<file path="src/rtl/rv32_mod_instruction_fetch.sv">
// rv32_mod_instruction_fetch: RV32IMC fetch front-end with halfword realignment
//  Issues word-aligned reads, realigns 16-bit-aligned instruction streams and
//  presents one instruction per valid/ready handshake.
//  Ports:
//   clk, rst_n                 clock, asynchronous active-low reset
//   redirect_valid/pc          load a new PC and flush all fetch state
//   mem_req/addr/ack/rdata/err word read port, request held until ack
//   instr_valid/ready          decoder handshake
//   instruction/instr_pc       presented instruction (compressed zero-extended) and its address
//   instr_fault                bus error on fetch, instruction forced to 0
module rv32_mod_instruction_fetch #(
  parameter logic [31:0] RESET_PC = 32'h0000_0000
) (
  input  logic        clk,
  input  logic        rst_n,
  input  logic        redirect_valid,
  input  logic [31:0] redirect_pc,
  output logic        mem_req,
  output logic [31:0] mem_addr,
  input  logic        mem_ack,
  input  logic [31:0] mem_rdata,
  input  logic        mem_err,
  output logic        instr_valid,
  input  logic        instr_ready,
  output logic [31:0] instruction,
  output logic [31:0] instr_pc,
  output logic        instr_fault
);
  typedef enum logic [2:0] {FETCH, FETCH2, OUT, DRAIN, HALT} state_t;
  state_t state, state_n;
  logic [31:0] pc, pc_n, addr_n, instr_n, ipc_n, pc_adv;
  logic [15:0] hbuf, hbuf_n, lo, hi;
  logic hbuf_valid, hv_n, valid_n, fault_n, ack, accept;
  // Requests are only visible once reset is released.
  assign mem_req = rst_n && (state == FETCH || state == FETCH2 || state == DRAIN);
  assign ack = mem_req && mem_ack;
  assign accept = instr_valid && instr_ready;
  assign lo = mem_rdata[15:0];
  assign hi = mem_rdata[31:16];
  assign pc_adv = pc + ((instruction[1:0] != 2'b11) ? 32'd2 : 32'd4);
  always_ff @(posedge clk or negedge rst_n)
    if (!rst_n) begin
      state       <= FETCH;
      pc          <= RESET_PC & ~32'd1;
      hbuf        <= '0;
      hbuf_valid  <= 1'b0;
      mem_addr    <= RESET_PC & ~32'd3;
      instr_valid <= 1'b0;
      instruction <= '0;
      instr_pc    <= RESET_PC & ~32'd1;
      instr_fault <= 1'b0;
    end else begin
      state       <= state_n;
      pc          <= pc_n;
      hbuf        <= hbuf_n;
      hbuf_valid  <= hv_n;
      mem_addr    <= addr_n;
      instr_valid <= valid_n;
      instruction <= instr_n;
      instr_pc    <= ipc_n;
      instr_fault <= fault_n;
    end
  always_comb begin
    state_n = state;
    pc_n    = pc;
    hbuf_n  = hbuf;
    hv_n    = hbuf_valid;
    addr_n  = mem_addr;
    valid_n = instr_valid;
    instr_n = instruction;
    ipc_n   = instr_pc;
    fault_n = instr_fault;
    if (redirect_valid) begin
      pc_n    = redirect_pc & ~32'd1;
      hv_n    = 1'b0;
      valid_n = 1'b0;
      // An outstanding request must complete on the bus before the new fetch starts.
      if (mem_req && !mem_ack) state_n = DRAIN;
      else begin
        state_n = FETCH;
        addr_n  = redirect_pc & ~32'd3;
      end
    end else begin
      case (state)
        FETCH, FETCH2: if (ack) begin
          valid_n = 1'b1;
          ipc_n   = pc;
          fault_n = mem_err;
          hv_n    = 1'b0;
          state_n = OUT;
          if (mem_err) instr_n = '0;
          else if (state == FETCH2) begin
            instr_n = {lo, hbuf};
            hbuf_n  = hi;
            hv_n    = 1'b1;
          end else if (!pc[1]) begin
            instr_n = (lo[1:0] != 2'b11) ? {16'h0, lo} : mem_rdata;
            hbuf_n  = hi;
            hv_n    = lo[1:0] != 2'b11;
          end else if (hi[1:0] != 2'b11) instr_n = {16'h0, hi};
          else begin
            // Lower half of a straddling 32-bit instruction; fetch the next word.
            valid_n = 1'b0;
            hbuf_n  = hi;
            state_n = FETCH2;
            addr_n  = {pc[31:2] + 30'd1, 2'b00};
          end
        end
        OUT: if (accept) begin
          valid_n = 1'b0;
          if (instr_fault) state_n = HALT;
          else begin
            pc_n = pc_adv;
            if (hbuf_valid && hbuf[1:0] != 2'b11) begin
              valid_n = 1'b1;
              instr_n = {16'h0, hbuf};
              ipc_n   = pc_adv;
              hv_n    = 1'b0;
            end else if (hbuf_valid) begin
              state_n = FETCH2;
              addr_n  = {pc_adv[31:2] + 30'd1, 2'b00};
            end else begin
              state_n = FETCH;
              addr_n  = pc_adv & ~32'd3;
            end
          end
        end
        DRAIN: if (ack) begin
          state_n = FETCH;
          addr_n  = pc & ~32'd3;
        end
        default: ;
      endcase
    end
  end
endmodule
</file>
<file path="config.mk">
export PLATFORM = sky130hd
export DESIGN_NAME = rv32_mod_instruction_fetch
export DESIGN_NICKNAME = d
export VERILOG_FILES = /design/src/rtl/rv32_mod_instruction_fetch.sv
export SDC_FILE = /design/constraint.sdc
export NUM_CORES = 1
export LEC_CHECK = 0
export CORE_MARGIN = 2
export CORE_UTILIZATION = 53
export DETAILED_ROUTE_END_ITERATION = 16
export GPL_TIMING_DRIVEN = 0
export HOLD_SLACK_MARGIN = 0.05
export PLACE_DENSITY = 0.87
export SYNTH_ARGS = -nofsm -noshare
export SYNTH_HDL_FRONTEND = slang
export SYNTH_SLANG_ARGS = --single-unit
</file>
<file path="constraint.sdc">
create_clock -name clk -period 6.01 [get_ports clk]
set_input_delay 0.9015 -clock clk [delete_from_list [all_inputs] [get_ports clk]]
set_output_delay 0.9015 -clock clk [all_outputs]
set_load 0.1 [all_outputs]
</file>
; ---- Word level (Yosys, flattened, before mapping)
; Index checks and enable logic that the tools add are counted.
[word_totals]
regBits = 150
inputBits = 70
elab_cells = 132
[op_classes]
reduce_logical = 24
bitwise = 2
n_eq_ne = 26
mux = 68
addsub = 3
[op_table]
columns = cell, n
row1 = 32-bit two-way mux, 29
row2 = 32-bit one-hot mux with 2 select lines, 2
row3 = 32-bit one-hot mux with 3 select lines, 1
row4 = 30-bit by 1-bit adder with 30-bit output (second input constant), 2
row5 = 16-bit two-way mux, 3
row6 = 3-bit != test (second input constant), 11
row7 = 32-bit by 3-bit adder with 32-bit output, 1
row8 = 3-bit two-way mux, 7
row9 = 2-bit != test (second input constant), 10
row10 = 1-bit two-way mux, 18
row11 = 5-bit AND reduction, 3
row12 = 11-bit AND reduction, 1
row13 = 2-bit two-way mux, 5
row14 = 3-bit one-hot mux with 3 select lines, 1
row15 = 3-bit AND reduction, 3
row16 = 7-bit AND reduction, 1
row17 = 3-bit by 2-bit equality test with 1-bit output (second input constant), 2
row18 = 6-bit AND reduction, 1
row19 = 2-bit nonzero test, 3
row20 = 1-bit logical AND, 5
row21 = 5-bit != test (second input constant), 1
row22 = 4-bit != test (second input constant), 1
row23 = 1-bit one-hot mux with 2 select lines, 2
row24 = 4-bit nonzero test, 1
row25 = 7 further kinds, 9

; ---- Depth between registers and ports, before layout
; Gate-level depths: netlist (run 1).
[depth]
word_depth = 10
depth_mapped = 15

; ---- Worst setup path before layout (run 1)
; Ideal clock, no wire load.
[synth_timing]
path_type = input-to-reg
start = input port rst_n
end = register mem_addr[21]
t_arrival_ps = 4421
path_slack_ps = 1463
path_stages = 6
path_buffers = 1
cell_sequence = nor3b_1 nand3b_1 o211ai_1 clkbuf_1 nor2_1 a221o_1
[synth_between]
elab_chain_cells = 4
word_cells_on_any_way = 7
classes_between = eq/ne: 3 / reduce/logical: 4
[synth_rtl]
columns = item, line
row1 = from (decl), 15  ; input logic rst_n,
row2 = 1-bit logical AND (*), 35  ; assign mem_req = rst_n && (state == FETCH || state == FETCH2 || state == DRAIN);
row3 = "1-bit logical AND, on equally long branches", "36, 78"
row4 = 3-bit != test (no source line) / 2-bit != test (equally long branches), -
row5 = 11-bit AND reduction (no source line) (*), -
row6 = to (signal assigned), 47  ; mem_addr <= RESET_PC & ~32'd3;
row7 = to (signal assigned), 57  ; mem_addr <= addr_n;
row8 = to (decl), 19  ; output logic [31:0] mem_addr,
; Mark *: on every way between the ends. The rest lies on a longest branch, timed or not.
; A chain may end at the register's enable or synchronous reset.

; ---- Final worst setup path (run 1)
[layout_timing]
start = input port rst_n
end = output port mem_req
[layout_between]
elab_chain_cells = 1
[layout_rtl]
columns = item, line
row1 = 1-bit logical AND, 35
row2 = to (decl), 18  ; output logic mem_req,
; Every way passes these cells.

==> results by group, run 1 <==
Pwr
  • Pleak: 4.56 nW
  • Max IR drop VDD: 0.579 mV
  • PwrDens: 525 nW/µm²

Floorplanning
  • FP Rows: 48
  • Initial Util: 54.5%
  • DIE WIDTH: 138 µm
  • Die Area: 18900 µm²
  • Die Y: 138 µm
  • Io pins: 169
  • CORE AREA: 17400 µm²

Clocking
  • Post_cts resized: 0
  • CTS Buffer Depth: 2
  • Clock buffer count from CTS: 17
  • CTS root buffer: clkbuf_16
  • Setup bufs post-CTS: 0
  • H-tree levels: 4
  • Clk sinks: 146
  • CTS clk-pin slew, worst paths: 70 ps
  • Skew-Pair Late Insertion Delay: 440 ps
  • CTS tree: yes
  • Hold-fix buffers at CTS: 0

Timing
  • Max Freq: 0.235 GHz
  • Fin. Hold Viols: 0
  • Worst hold margin: 448 ps
  • Worst-Margin Slew: 1410 ps
  • Worst Clk Skew: 13.8 ps
  • RSZ-0062 raised after global routing: no
  • Max-slew headroom: 5.18%
  • Minimum clock period: 4260 ps
  • Crit share post-route: 70.9%
  • Setup Viol. Count Final: 0
  • Slew Viols, Final: 0
  • Setup ws final: 1750 ps

Setup path
  • Crit path capture type: output port
  • Crit path largest cell delay: 1220 ps
  • CP bufs+invs: 3
  • Slowest cell on crit path: clkdlybuf4s50_1
  • Reg2Reg Depth: 14
  • Top delay family on crit path: buffers and inverters
  • R2R setup slack: 2010 ps
  • Crit-path max FO: 85
  • WP data arrival: 3360 ps
  • Worst path depth: 4
  • Worst path cell trace: buf_6 > buf_16 > nor3b_1 > clkdlybuf4s50_1
  • Worst path required time: 5110 ps
  • Startpoint types: input port
  • Kind of critical path: input port to output port

Yosys
  • Post-synth top area share: 38.6%
  • Ys async rst share: 100%
  • Most frequent cell after synthesis: nand2_1
  • Syn_area_per_cell: 8.31 µm²
  • Synth top cells by count: nand2_1 (170), nor2_1 (150), dfrtp_1 (146)
  • Unique masters post-synth: 80
  • Top_reg_cell synth: dfrtp_1
  • Synthesis Warnings: 0
  • Yosys reg bits: 146
  • Synth Cell Area: 9460 µm²
  • Post-synth EDFFs: 0
  • Syn Inst Count: 1139
  • Post-synthesis sequential area ratio: 38.6%
  • Synth area leaders: dfrtp_1 (39%), nand2_1 (6.7%), nor2_1 (6.0%)
  • Leading area contributor after synthesis: dfrtp_1

Cells and area
  • Fill cells: 1423
  • Fin area: 12000 µm²
  • Multi-input gate area: 5390 µm²
  • Sequential cell area: 3650 µm²
  • Finished Core Util: 69.0%
  • Ant. Diodes: 0
  • Nets: 1399
  • Share of layout cells above drive strength 1: 7.63%
  • Area grow syn2layout: 26.6%

Global route
  • Largest net degree at the start of global routing: 86
  • Vias in the first global route: 9560
  • Overflow after GRT: 0
  • Total GRT Usage: 37.0%
  • First-pass GRT wire length: 52300 µm
  • Initial antenna violation count: 0

Detailed routing
  • Vias: 9948
  • Detail Route Antenna Nets: 0
  • # DRC: 0
  • Post-Route WL: 34300 µm
  • First drt pass iteration count: 8
  • Wire length per cell: 22.0 µm
  • Initial DRC count: 1149
  • Vias per Instance: 6.37

Placed design
  • IO buf count: 163
  • Global placement routability congestion: 1.04
  • Dpl cell area: 11400 µm²
  • Dpl ws: 1550 ps
  • DP Wirelength: 25200 µm

Min path
  • Hold Crit Class: input port to asynchronous set/reset pin

Run
  • Max cap viols: 0

Run status
  • Status: complete, no violations
-- through the flow --
step / TNS (ps) / std cells / total power [W]
after floorplan: 0 / 1141 / 0.00422
after global placement: -564730 / 1529 / 0.00514
after detailed placement: 0 / 1530 / 0.00520
after CTS: 0 / 1562 / 0.00627
after global routing: 0 / 1562 / 0.00652
final: 0 / 1562 / 0.00630
-- sequential cells by signal, summed over array words and instances, names as in the netlist --
name and cells:
hbuf 16, instr_pc 31, hbuf_valid 1, pc 31, instr_valid 1, mem_addr 30
state 3, instruction 32, instr_fault 1
-- power breakdown --
group / total [W] / internal (W) / switching [W]
combinational: 0.00371 / 0.000861 / 0.00285
sequential: 0.00152 / 0.00131 / 0.000206
clock: 0.00107 / 0.000583 / 0.000483
-- final cells by class --
| class | count | share of cell area [%] |
|---|---|---|
| multi-input combinational | 892 | 45.0 |
| sequential | 146 | 30.5 |
| timing repair buffer | 164 | 13.9 |
| clock buffer | 18 | 3.58 |
| buffer | 92 | 3.19 |
| tap | 225 | 2.35 |
| clock inverter | 14 | 1.19 |
| inverter | 11 | 0.345 |
-- worst reg2reg max path, stage by stage, from the launching register on --
cell and delay, ps:
dfrtp_1 400, nand2_1 150, ha_1 250, inv_1 70
fa_1 370, nand3b_1 260, buf_2 260, nor4_1 360
o21ai_1 150, nor4b_4 530, and3b_1 250, buf_2 180
a31oi_1 100, nor3_1 350, o221a_1 250
-- layer usage --
layer	vias up	part of all wire, %	wire length (µm)	global-route usage (%)
met5	-	0	0	0
met4	0	5.5	1890	20.6
met3	133	8.6	2960	7.17
met2	646	47	16000	58.7
met1	4770	39	13500	47.3
li1	4399	-	-	-
-- final timing paths --
| path | start | endpoint |
|---|---|---|
| hold / removal | rst_n | instr_pc[27] |
| setup / recovery | rst_n | mem_req |
| min in group clk | mem_addr[30] | mem_addr[30] |
| hold reg to reg | mem_addr[30] | mem_addr[30] |
| setup reg to reg | instruction[0] | mem_addr[24] |
| max in group asynchronous | rst_n | pc[4] |
-- cell usage in the layout (no fill, tap or decap), types with 6 or more instances in the layout --
master / synthesis / routed
nand2_1: 170 / 170
clkdlybuf4s50_1: 0 / 162
nor2_1: 150 / 150
dfrtp_1: 146 / 146
o21ai_0: 76 / 76
clkbuf_1: 67 / 68
a21oi_1: 68 / 68
xnor2_1: 63 / 63
xor2_1: 30 / 30
nand3_1: 28 / 28
a31oi_1: 24 / 24
mux2_2: 22 / 22
o211ai_1: 21 / 21
nor3_1: 19 / 19
mux2i_1: 18 / 18
clkbuf_16: 0 / 17
o31ai_1: 16 / 16
buf_2: 15 / 15
nand4_1: 14 / 14
inv_1: 10 / 10
or3_1: 8 / 8
a22oi_1: 8 / 8
a41oi_1: 8 / 8
nor2b_1: 7 / 7
and2_1: 7 / 7
and4_1: 7 / 7
nand2b_1: 7 / 7
a311oi_1: 7 / 7
o22ai_1: 6 / 6
o21a_1: 6 / 6
inv_6: 0 / 6
-- cell families (layout without fill, tap and decap cells) --
| logic type | count (synthesis) | after routing | synth area share, % |
|---|---|---|---|
| compound gates | 283 | 283 | 18.9 |
| xor+xnor | 94 | 94 | 8.78 |
| fa+ha+maj | 6 | 6 | 0.846 |
| buf+inv | 103 | 299 | 4.48 |
| flops | 146 | 146 | 38.6 |
| mux | 40 | 40 | 4.52 |
| other cells | 1 | 3 | 0.0396 |
| simple gates | 466 | 466 | 23.8 |
(Power assumes the default switching activity.)
==> inputs of run 2 (changes only) <==
--- a/config.mk
+++ b/config.mk
@@ -6,11 +6,11 @@
 export NUM_CORES = 1
 export LEC_CHECK = 0
 export CORE_MARGIN = 2
-export CORE_UTILIZATION = 53
+export CORE_UTILIZATION = 49
 export DETAILED_ROUTE_END_ITERATION = 16
 export GPL_TIMING_DRIVEN = 0
 export HOLD_SLACK_MARGIN = 0.05
-export PLACE_DENSITY = 0.87
+export PLACE_DENSITY = 0.85
 export SYNTH_ARGS = -nofsm -noshare
 export SYNTH_HDL_FRONTEND = slang
 export SYNTH_SLANG_ARGS = --single-unit
==> constraint.sdc (replaced) <==
create_clock -name clk -period 3.6 [get_ports clk]
set_input_delay 0.54 -clock clk [delete_from_list [all_inputs] [get_ports clk]]
set_output_delay 0.54 -clock clk [all_outputs]
set_load 0.1 [all_outputs]
==> run 2 against run 1 <==
  * Sequential power rose by 68%
  * Power is 69% higher
  * Design area rose by 4.0%
  * First-iteration DRC count grew 23%
  * Final cell count increased by 3.7%
==> results by group, run 2 (synthesis results as in run 1) <==
Floorplanning
  • DIE WIDTH: 143 µm
  • Die Area: 20400 µm²
  • FP Rows: 50
  • Io pins: 169
  • Initial Util: 50.3%
  • CORE AREA: 18800 µm²
  • Die Y: 143 µm

Pwr
  • Sw Pwr: 0.00600 W
  • PwrDens: 852 nW/µm²
  • Max IR drop VDD: 0.533 mV
  • Internal Power: 0.00463 W
  • Sequential share of power: 24.1%
  • Gate power share: 58.7%
  • Sw Ratio: 56.5%
  • Clock network fraction of total power: 17.2%
  • Pleak: 4.80 nW

Detailed routing
  • # DRC: 0
  • First drt pass iteration count: 6
  • Wire length per cell: 21.2 µm
  • Vias per Instance: 6.11
  • Vias: 9895
  • Initial DRC count: 1414
  • Post-Route WL: 34300 µm
  • Detail Route Antenna Nets: 0

Setup path
  • Reg2Reg Depth: 8
  • R2R setup slack: 2 ps
  • Worst r2r src: state[2]
  • Reg-to-reg endpoint: mem_addr[29]
  • WP data arrival: 3940 ps
  • Crit-path max FO: 10
  • Crit path largest cell delay: 640 ps
  • Worst path cell trace: clkbuf_1 > nand2b_1 > clkbuf_1 > nor2_1 > clkbuf_2 > clkbuf_1 > nand3_1 > a221oi_2
  • Slowest cell on crit path: clkbuf_1
  • CP dominant cell by count: clkbuf_1
  • Startpoint types: flop
  • Worst path required time: 3940 ps
  • Kind of critical path: flop to flop
  • Crit path capture type: flop

Run
  • Max cap viols: 0

Cells and area
  • Fill cells: 1503
  • Non-Filler Instances: 1620
  • Ant. Diodes: 0
  • Area grow syn2layout: 31.7%
  • Max FFs per register: 32
  • Sequential cell area: 3660 µm²
  • Multi-input gate area: 5570 µm²
  • Largest regs: instruction (32), instr_pc (31), pc (31)
  • Share of layout cells above drive strength 1: 11.7%
  • Most flops, register: instruction
  • Nets: 1422
  • Most common cell after layout, fill and taps aside: nand2_1
  • Fin area: 12500 µm²
  • Commonest non-fill, non-tap cells in the layout: nand2_1 (169), clkdlybuf4s50_1 (161), nor2_1 (148)
  • Finished Core Util: 66.2%

Global route
  • Total GRT Usage: 33.7%
  • Overflow after GRT: 0
  • Initial antenna violation count: 0
  • Largest net degree at the start of global routing: 91
  • Vias in the first global route: 9425
  • First-pass GRT wire length: 52700 µm

Placed design
  • Global placement routability congestion: 1.02
  • Placed cell count: 1566
  • IO buf count: 163
  • DP Wirelength: 24200 µm
  • Dpl cell area: 11500 µm²

Clocking
  • H-tree levels: 4
  • CTS root buffer: clkbuf_16
  • Clock buffer count from CTS: 17
  • Skew-Pair Late Insertion Delay: 440 ps
  • Clk sinks: 146
  • CTS Buffer Depth: 2
  • CTS clk-pin slew, worst paths: 70 ps
  • Hold-fix buffers at CTS: 0
  • CTS tree: yes

Timing
  • Slew Viols, Final: 0
  • Worst-Margin Slew: 1100 ps
  • Minimum clock period: 3600 ps
  • Setup_tns: 0 ps
  • Crit share post-route: 99.9%
  • Fin. Hold Viols: 0
  • Worst hold margin: 68.4 ps
  • Max-slew headroom: 26.0%
  • Setup Viol. Count Final: 0
  • Worst Clk Skew: 12.5 ps
  • Max Freq: 0.278 GHz

Min path
  • Hold Crit Class: input port to asynchronous set/reset pin

Run status
  • Status: complete, no violations
-- run 2: cell count changes in the layout (fill, tap and decap cells not counted), moves of 3 or more --
cell and delta:
nor4_1 -3, inv_8 +4, buf_2 -3, buf_4 +22
nor4_4 +3, clkinv_8 +4, clkbuf_2 +5, buf_6 +3
clkbuf_1 -7
-- run 2: worst max-delay path: cells and delay by family, from the launching register on --
kind / cells / cell delay [ps]
DFF: 1 / 370
and+or+nand+nor: 3 / 1120
buffers and inverters: 4 / 1620
AOI/OAI and AO/OA: 1 / 370
-- run 2: how the worst max path moves through the flow --
stage,from,end
CTS,rst_n,mem_req
global route,instruction[1],mem_addr[22]
floorplan,instruction[0],mem_addr[23]
detailed placement,rst_n,mem_addr[25]
global placement,rst_n,hbuf[9]
finish,state[2],mem_addr[29]
-- run 2: power by group through the flow --
stage / clock network (W) / registers [W] / logic [W]
finish: 0.00183 / 0.00256 / 0.00624
global route: 0.00190 / 0.00261 / 0.00647
CTS: 0.00183 / 0.00255 / 0.00616
detailed placement: 0 / 0.00257 / 0.00609
global placement: 0 / 0.00256 / 0.00605
floorplan: 0 / 0.00566 / 0.00139
-- run 2: area by class of cell --
cell class | instances | share of cell area [%]
Inverter | 11 | 0.331
Clock inverter | 15 | 1.42
Clock buffer | 17 | 3.41
Tap cell | 260 | 2.61
Timing Repair Buffer | 187 | 14.8
Buffer | 92 | 3.32
Sequential cell | 146 | 29.4
Multi-Input combinational cell | 892 | 44.7
-- run 2: repair_timing --
| item | CTS | global route |
|---|---|---|
| setup endpoints to repair | 51 | 71 |
| resized for setup | 27 | 28 |
| buffers inserted | 12 | 10 |
| pin swaps | 9 | 12 |
-- run 2: per-layer routing --
| metal | GRT usage, % | vias up | wire length, µm |
|---|---|---|---|
| li1 | - | 4441 | - |
| met1 | 45.9 | 4711 | 14000 |
| met2 | 51.4 | 623 | 15200 |
| met3 | 8.48 | 120 | 3820 |
| met4 | 13.7 | 0 | 1330 |
| met5 | 0 | - | 0 |
-- run 2: through the flow --
step                      power [W]  setup WS (ps)
after floorplan             0.00706           6.69
after global placement      0.00861          -5630
after detailed placement    0.00867           -501
after CTS                    0.0105           14.6
after global routing         0.0110          -2.30
final                        0.0106           2.21
